<file path="src/rtl/hazard_ctrl.sv">
// Hazard controller for the RV32I 5-stage pipeline: load-use stalls, branch flushes,
// EX operand forwarding selects and stall/flush performance counters.
module hazard_ctrl #(
    parameter int         LOAD_LATENCY = 1,
    parameter int         CNT_W        = 32,
    parameter logic [1:0] LD_SEL       = 2'd1
) (
    input  logic             clk,
    input  logic             rst,
    input  logic [4:0]       rs1D,
    input  logic [4:0]       rs2D,
    input  logic [4:0]       rs1E,
    input  logic [4:0]       rs2E,
    input  logic [4:0]       rdE,
    input  logic             RF_WENE,
    input  logic [1:0]       sel_ldE,
    input  logic             br_takenE,
    input  logic [4:0]       rdM,
    input  logic [4:0]       rdW,
    input  logic             RF_WENM,
    input  logic             RF_WENW,
    output logic             stallF,
    output logic             stallD,
    output logic             flushD,
    output logic             flushE,
    output logic [1:0]       fwdAE,
    output logic [1:0]       fwdBE,
    output logic [CNT_W-1:0] stall_cnt,
    output logic [CNT_W-1:0] flush_cnt,
    output logic             busy
);

    typedef enum logic {
        IDLE  = 1'b0,
        STALL = 1'b1
    } state_t;

    localparam logic [2:0]       BUB_INIT = 3'(LOAD_LATENCY - 1);
    localparam logic [CNT_W-1:0] CNT_ONE  = {{(CNT_W-1){1'b0}}, 1'b1};

    state_t           r_state;
    state_t           w_state_nxt;
    logic [2:0]       r_bub;
    logic [2:0]       w_bub_nxt;
    logic             w_lu_hit;
    logic             w_stall;
    logic             w_flushD;
    logic             w_flushE;
    logic [CNT_W-1:0] r_stall_cnt;
    logic [CNT_W-1:0] r_flush_cnt;

    // MEM result beats WB result; x0 is never forwarded.
    function automatic logic [1:0] fwd_sel(
        input logic [4:0] rs,
        input logic [4:0] rd_m,
        input logic       wen_m,
        input logic [4:0] rd_w,
        input logic       wen_w
    );
        if (wen_m && (rd_m != 5'd0) && (rd_m == rs)) begin
            return 2'b10;
        end else if (wen_w && (rd_w != 5'd0) && (rd_w == rs)) begin
            return 2'b01;
        end else begin
            return 2'b00;
        end
    endfunction

    assign w_lu_hit = RF_WENE && (sel_ldE == LD_SEL) && (rdE != 5'd0) &&
                      ((rdE == rs1D) || (rdE == rs2D));

    // Next-state and stall/flush decode; a taken branch always wins.
    always_comb begin
        w_state_nxt = r_state;
        w_bub_nxt   = r_bub;
        w_stall     = 1'b0;
        w_flushD    = 1'b0;
        w_flushE    = 1'b0;
        case (r_state)
            IDLE: begin
                if (br_takenE) begin
                    w_flushD = 1'b1;
                    w_flushE = 1'b1;
                end else if (w_lu_hit) begin
                    w_stall  = 1'b1;
                    w_flushE = 1'b1;
                    if (LOAD_LATENCY > 1) begin
                        w_state_nxt = STALL;
                        w_bub_nxt   = BUB_INIT;
                    end else begin
                        w_state_nxt = IDLE;
                    end
                end else begin
                    w_state_nxt = IDLE;
                end
            end
            STALL: begin
                if (br_takenE) begin
                    w_flushD    = 1'b1;
                    w_flushE    = 1'b1;
                    w_state_nxt = IDLE;
                    w_bub_nxt   = 3'd0;
                end else begin
                    w_stall  = 1'b1;
                    w_flushE = 1'b1;
                    if (r_bub <= 3'd1) begin
                        w_state_nxt = IDLE;
                        w_bub_nxt   = 3'd0;
                    end else begin
                        w_bub_nxt = r_bub - 3'd1;
                    end
                end
            end
            default: begin
                w_state_nxt = IDLE;
                w_bub_nxt   = 3'd0;
            end
        endcase
    end

    // FSM state and bubble counter.
    always_ff @(posedge clk or negedge rst) begin
        if (!rst) begin
            r_state <= IDLE;
            r_bub   <= 3'd0;
        end else begin
            r_state <= w_state_nxt;
            r_bub   <= w_bub_nxt;
        end
    end

    // Performance counters, wrapping naturally at 2^CNT_W.
    always_ff @(posedge clk or negedge rst) begin
        if (!rst) begin
            r_stall_cnt <= '0;
            r_flush_cnt <= '0;
        end else begin
            if (stallD) begin
                r_stall_cnt <= r_stall_cnt + CNT_ONE;
            end
            if (flushD) begin
                r_flush_cnt <= r_flush_cnt + CNT_ONE;
            end
        end
    end

    // Gating with rst keeps the pipeline registers free-running while reset is held.
    assign stallF    = rst & w_stall;
    assign stallD    = rst & w_stall;
    assign flushD    = rst & w_flushD;
    assign flushE    = rst & w_flushE;
    assign busy      = (r_state == STALL);
    assign fwdAE     = fwd_sel(rs1E, rdM, RF_WENM, rdW, RF_WENW);
    assign fwdBE     = fwd_sel(rs2E, rdM, RF_WENM, rdW, RF_WENW);
    assign stall_cnt = r_stall_cnt;
    assign flush_cnt = r_flush_cnt;

endmodule

</file>
<file path="config.mk">
export PLATFORM = sky130hd
export DESIGN_NAME = hazard_ctrl
export DESIGN_NICKNAME = d
export VERILOG_FILES = /design/src/rtl/hazard_ctrl.sv
export SDC_FILE = /design/constraint.sdc
export NUM_CORES = 1
export LEC_CHECK = 0
export CAP_MARGIN = 20
export CORE_MARGIN = 2
export CORE_UTILIZATION = 50
export DETAILED_ROUTE_END_ITERATION = 8
export PLACE_DENSITY = 0.86
export REMOVE_ABC_BUFFERS = 1
export SLEW_MARGIN = 30
export SYNTH_ARGS = -nofsm -noshare
export SYNTH_HDL_FRONTEND = slang
export SYNTH_SLANG_ARGS = --single-unit
</file>
<file path="constraint.sdc">
create_clock -name clk -period 4.6 [get_ports clk]
set_input_delay 0.92 -clock clk [delete_from_list [all_inputs] [get_ports clk]]
set_output_delay 0.92 -clock clk [all_outputs]
set_load 0.005 [all_outputs]
</file>
==> key figures, run 1 <==
Run status
  • Status: completed

STA
  • Fin. max-slew vios: 0
  • RSZ-0062 raised after global routing: false
  • Slew Limit Headroom: 0.489
  • Period utilization: 0.876
  • Final Hold Fails: 0
  • Least-Margin Pin Slew: about 770 ps
  • TNS Setup: 0 ps
  • Crit path time final: 4030 ps
  • # setup viols final: 0
  • Setup Skew: 11.5 ps
  • FMAX: 248 MHz

Detailed routing
  • Starting DRT DRC Count: approximately 170
  • Highest Signal Layer: met4
  • Drt wl/cell: around 15 um
  • DRC viols: 0
  • Via count: 2,920
  • Routed vias/inst: 5.28
  • Antenna Nets Post-Route: 0
  • Met3 wire len: 577 um
  • WL met1: around 3600 um
  • DR pass1 iterations: 4
  • WL met2: between 4000 and 5000 um
  • Overall routed net length: between 8000 and 9000 um

Clock tree
  • CTS buffer count: 9
  • Worst-path clk slew: about 80 ps
  • Root buffer cell: clkbuf_8
  • Clk_lat worst skew: around 350 ps
  • CTS tree: done
  • CTS resizes: 0
  • Setup Fix Bufs, Post-CTS: 0
  • Hold buffers post-CTS: 0
  • CTS Buffer Depth: 2
  • CTS sink cnt: just under 70
  • CTS H-tree lvls: 3

Global route
  • First-pass GRT wire length: 13,600 um
  • Largest net degree at the start of global routing: slightly above 60
  • Vias in the first global route: between 2,000 and 3,000
  • Initial antenna violation count: 0
  • GR Util All Layers: 0.228
  • Overflow after GRT: 0

Floorplanning
  • IO Pins: 116
  • Die Y-Extent: approximately 88 um
  • Die width: 88.1 um
  • DIE AREA: 7760 sq um
  • Core area: 6830 sq um
  • Row cnt: 30
  • Initial Utilization: 0.517

Synth
  • Post-Synthesis Cells: 330
  • Most numerous cell in the Yosys netlist: dfrtp_1
  • Number of enable flip-flop cells after synthesis: 0
  • #FFs+latches synth: slightly below 70
  • Most frequent cells after synthesis: 68 x dfrtp_1, 50 x xor2_1, 42 x xnor2_1
  • Cell taking the most area after synthesis: dfrtp_1
  • Synth top area share: 0.482
  • Syn Std Cell Area: 3530 sq um
  • Post-synth ARST share: 1.00
  • Post-synthesis sequential area ratio: 0.482
  • Post-synth top flop: dfrtp_1
  • Synth area leaders: dfrtp_1 48%, xor2_1 12%, xnor2_1 10%
  • Yosys cell types: 40
  • YS warnings: 0
  • Syn_area_per_cell: ~11 sq um

Placement
  • Placed Cells: between 500 and 600
  • Detailed Place HPWL: about 6200 um
  • Placer congestion estimate: just under 0.9
  • Cell area after placement: 4790 sq um
  • IO Port Bufs: about 120

Finish
  • Post-route cell area: approximately 5000 sq um
  • Number of diodes: 0
  • Area Growth Syn to Fin: 41.1%
  • Post-Layout Cell Count: between 500 and 600
  • Post-Route Utilization: 0.730
  • Ratio of cells with drive above 1 in the final layout: 0.0678
  • Fillers: just over 500
  • Nets@finish: between 400 and 500

Pwr
  • Maximum vdd drop: around 300 uV
  • Final total power: roughly 0.0013 W
  • Power per cell area: around 270 nW/um^2
  • LEAKAGE: ~2.3 nW

Worst hold path
  • Worst hold path class: in2async

Worst setup path
  • Worst EP arrival: about 3100 ps
  • CP Launch Type: input pin
  • CP Class: in2out
  • Critical Path RT: about 3700 ps
  • Worst setup EP type: output port
  • CP max FO: 3

Run
  • Max_cap viols: 0
worst max-delay path, stage by stage:
cell and delay (ps):
clkdlybuf4s50_1 470, or4_1 520, o21ai_0 210, nor4_1 110, nor4_1 320, clkdlybuf4s50_1 560
where the power goes:
part / internal (W) / switching [W] / leakage, nW
clock network: 0.000253 / 0.000242 / 0.104
registers: 0.000624 / 0.0000349 / 0.929
logic: 0.000117 / 0.0000705 / 1.23
registers in the layout, indices dropped and copies added, names as in the netlist:
signal	count
busy	1
r_bub	3
flush_cnt	32
stall_cnt	32
stage by stage:
step | hold slack, ps | setup WS (ps)
6_report | 434 | 572
3_3_place_gp | 457 | 614
4_1_cts | 423 | 535
5_1_grt | 424 | 352
2_1_floorplan | 458 | 611
3_5_place_dp | 463 | 555
layout make-up:
class,count,area [sq um],share of cell area
clock inverters,7,75.1,0.0151
clock buffers,9,124,0.0248
multi-input cells,246,1760,0.354
well taps,96,120,0.0241
inverters,9,33.8,0.00677
repair buffers,118,1170,0.234
flip-flops and latches,68,1700,0.341
cell usage in the layout, fill, tap and decap left out, types with 11 or more instances in the layout:
cell,instances
nor2_1,13
nand4_1,13
xnor2_1,42
nor4_1,11
nand2_1,36
nand3_1,18
nor3_1,12
dfrtp_1,68
clkdlybuf4s50_1,114
xor2_1,50
per-layer routing:
metal | vias up | global-route usage
met1 | 1419 | 0.293
li1 | 1397 | -
met3 | 4 | 0.0782
met2 | 100 | 0.364
met4 | 0 | 0.0702
met5 | - | 0
cells by family (layout without fill, tap and decap cells):
family                     after synthesis  after routing  share of synthesized area
AOI/OAI and AO/OA                       10             10                     0.0170
xor gates and xnor gates                92             92                      0.228
muxes                                    2              2                    0.00602
DFF                                     68             68                      0.482
and+or+nand+nor                        139            139                      0.237
adders and majority gates                3              3                     0.0106
buffers and inverters                   16            143                     0.0202
worst paths after layout:
check / from / to / slack, ps / cells past startpoint
max: rdM[1] / fwdAE[0] / 570 / 6
min: rst / flush_cnt[5]$_DFFE_PN0P_ / 430 / 1
max reg2reg: stall_cnt[6]$_DFFE_PN0P_ / stall_cnt[27]$_DFFE_PN0P_ / 2450 / 6
min reg2reg: stall_cnt[31]$_DFFE_PN0P_ / stall_cnt[31]$_DFFE_PN0P_ / 470 / 1
max in group asynchronous: rst / flush_cnt[13]$_DFFE_PN0P_ / 3110 / 2
min in group clk: stall_cnt[31]$_DFFE_PN0P_ / stall_cnt[31]$_DFFE_PN0P_ / 470 / 1
Note: power is estimated with default switching activity, not from simulation.
==> run 2, diff against run 1 <==
Settings changed: SLEW_MARGIN 30 to default.
==> results of run 2 <==
The final DEF is identical to that of run 1; final timing and power are the same.
==> RTL edit, RTL diff (flow settings as in run 1) <==
Make the reset (`rst`) synchronous in 2 clocked blocks.
--- a/src/rtl/hazard_ctrl.sv
+++ b/src/rtl/hazard_ctrl.sv
@@ -119,7 +119,7 @@
     end
 
     // FSM state and bubble counter.
-    always_ff @(posedge clk or negedge rst) begin
+    always_ff @(posedge clk) begin
         if (!rst) begin
             r_state <= IDLE;
             r_bub   <= 3'd0;
@@ -130,7 +130,7 @@
     end
 
     // Performance counters, wrapping naturally at 2^CNT_W.
-    always_ff @(posedge clk or negedge rst) begin
+    always_ff @(posedge clk) begin
         if (!rst) begin
             r_stall_cnt <= '0;
             r_flush_cnt <= '0;
Check against the original RTL: differs if rst is asserted again (counterexample within 4 cycles, from zero or initial values and one cycle with rst low); with rst held inactive, the same outputs for 10 cycles.
==> RTL edit against run 1 <==
- clock power rose by 15%
- routed wire length rose by 14%
- design area rose by 1.6%
- sequential cell count did not move
- area after synthesis rose by 3.8%
- total power fell by 5.3%
- count of clock-buffer cells in the layout rose by 2
- sequential power fell by 10%
- setup slack got worse by 72 ps
- critical path type unchanged
- largest cell class unchanged
- highest routed layer unchanged
==> RTL edit: results <==
metrics = {
    "global_routing": {
        "track_usage_pct": 24.6,
        "grt_pass1_wl_mm": 15.5,
        "grt_pass1_vias": 3330,
        "antenna_found_initial": 0,
        "grt_max_degree": 59,
    },
    "worst_hold_path": {
        "hp-class": "reg -> reg",
    },
    "setup_path": {
        "r2r-end": "stall_cnt[15]",
        "rr_worst_depth": 6,
        "crit_start": "rdM[1]",
        "timing.rr.start": "stall_cnt[3]",
        "cp_slowest_cell": "clkdlybuf4s50_1",
        "rrSetupSlack_ps": 2170,
        "setup.worst_path.end": "fwdAE[0]",
        "critPathTopFamily": "buffers and inverters",
        "crit_fanout": 3,
    },
    "run_status": {
        "outcome": "finished clean",
    },
    "route": {
        "wl_per_cell_um": 14.8,
        "drtIter0Drc": 214,
        "wl_met3_um": 525,
        "wl_met1_mm": 4.06,
        "dr.pass1.iters": 4,
        "wl_met2_mm": 4.81,
        "num_vias": 3636,
    },
    "sta": {
        "finClkSkew_ps": 13.5,
        "hold_viol_final": 0,
        "fmaxAchievable_mhz": 244,
        "slew_headroom_pct": 43.1,
    },
    "power": {
        "power_leakage_nw": 1.65,
        "p_seq_w": 0.000592,
        "internal_power_w": 0.000985,
        "powerComb_w": 0.000111,
        "power.density_nw_per_um2": 251,
        "vdd.ir_drop.worst_v": 0.000191,
    },
    "clocking": {
        "ctsHtreeMaxLevel": 3,
        "clockBufferDepth": 2,
        "cts_inserted_buffers": 9,
        "post_cts_resized": 0,
        "insertion_delay_ps": 350,
        "cts_root_buffer": "clkbuf_8",
        "path_clk_slew_ps": 80,
    },
    "finish": {
        "final_net_count": 586,
        "layout-drive-gt1-share_pct": 4.95,
        "fillers": 564,
        "antenna_cells": 0,
    },
    "synthesis": {
        "synth_async_sr_flop_share_pct": 0,
        "seq_area_frac_synth_pct": 37.1,
        "synthTopCellsByArea": "dfxtp_1 37%, xor2_1 7.6%, or4_1 5.7%, xnor2_1 5.7%, o31ai_1 5.3%",
        "ys_types": 43,
        "yosysWarnings": 0,
        "netlist_top_cells_count": "68 x dfxtp_1, 38 x nor2_1, 32 x xor2_1",
    },
    "placement": {
        "hpwl_mm": 6.73,
        "dp_worst_setup_slack_ps": 532,
        "globalplace.congestion": 0.932,
    },
}
-- RTL edit: layer usage --
metal	GRT usage, %	vias up
li1	-	1812
met4	7.60	0
met5	0	-
met2	40.8	104
met1	30.9	1707
met3	6.95	13
-- RTL edit: worst min path at each step --
stage	to	slack, ps	start	depth (start not counted)
after detailed placement	stall_cnt[31]	460	stall_cnt[31]	2
after global routing	r_bub[2]	510	r_bub[2]	2
after floorplan	r_bub[2]	440	r_bub[2]	2
final	stall_cnt[31]	470	stall_cnt[31]	2
after CTS	stall_cnt[31]	470	stall_cnt[31]	2
after global placement	stall_cnt[31]	450	stall_cnt[31]	2
-- RTL edit: area by class of cell --
cell class,instances,area [um^2],share of cell area (%)
multi-input cells,330,2130,42.0
flip-flops and latches,68,1360,26.9
repair buffers,119,1180,23.2
clock buffers,11,151,2.99
well taps,99,124,2.44
clock inverters,5,83.8,1.65
inverters,12,45.0,0.889
-- RTL edit: per-stage QoR --
step	area, um^2	instances
6_report	5070	644
5_1_grt	5070	644
4_1_cts	5070	644
3_5_place_dp	4830	628
3_3_place_gp	4830	628
2_1_floorplan	3530	410
-- RTL edit: worst register-to-register path: stages (launching register included) --
cell,delay (ps)
dfxtp_1,430
and4_1,290
nand4_1,170
nor2_1,700
nand3_1,190
or4_1,440
a21oi_1,150
-- RTL edit: logic make-up (layout without fill, tap and decap cells) --
kind of cell,count (synthesis),in the layout,share of synthesized area (%)
AND/OR/NAND/NOR,188,188,28.5
AO/OA/AOI/OAI,78,78,13.7
flip-flops,68,68,37.1
XOR/XNOR,56,56,13.4
buffers and inverters,37,147,4.91
multiplexers,5,5,1.36
adder cells (fa/ha/maj),3,3,1.02
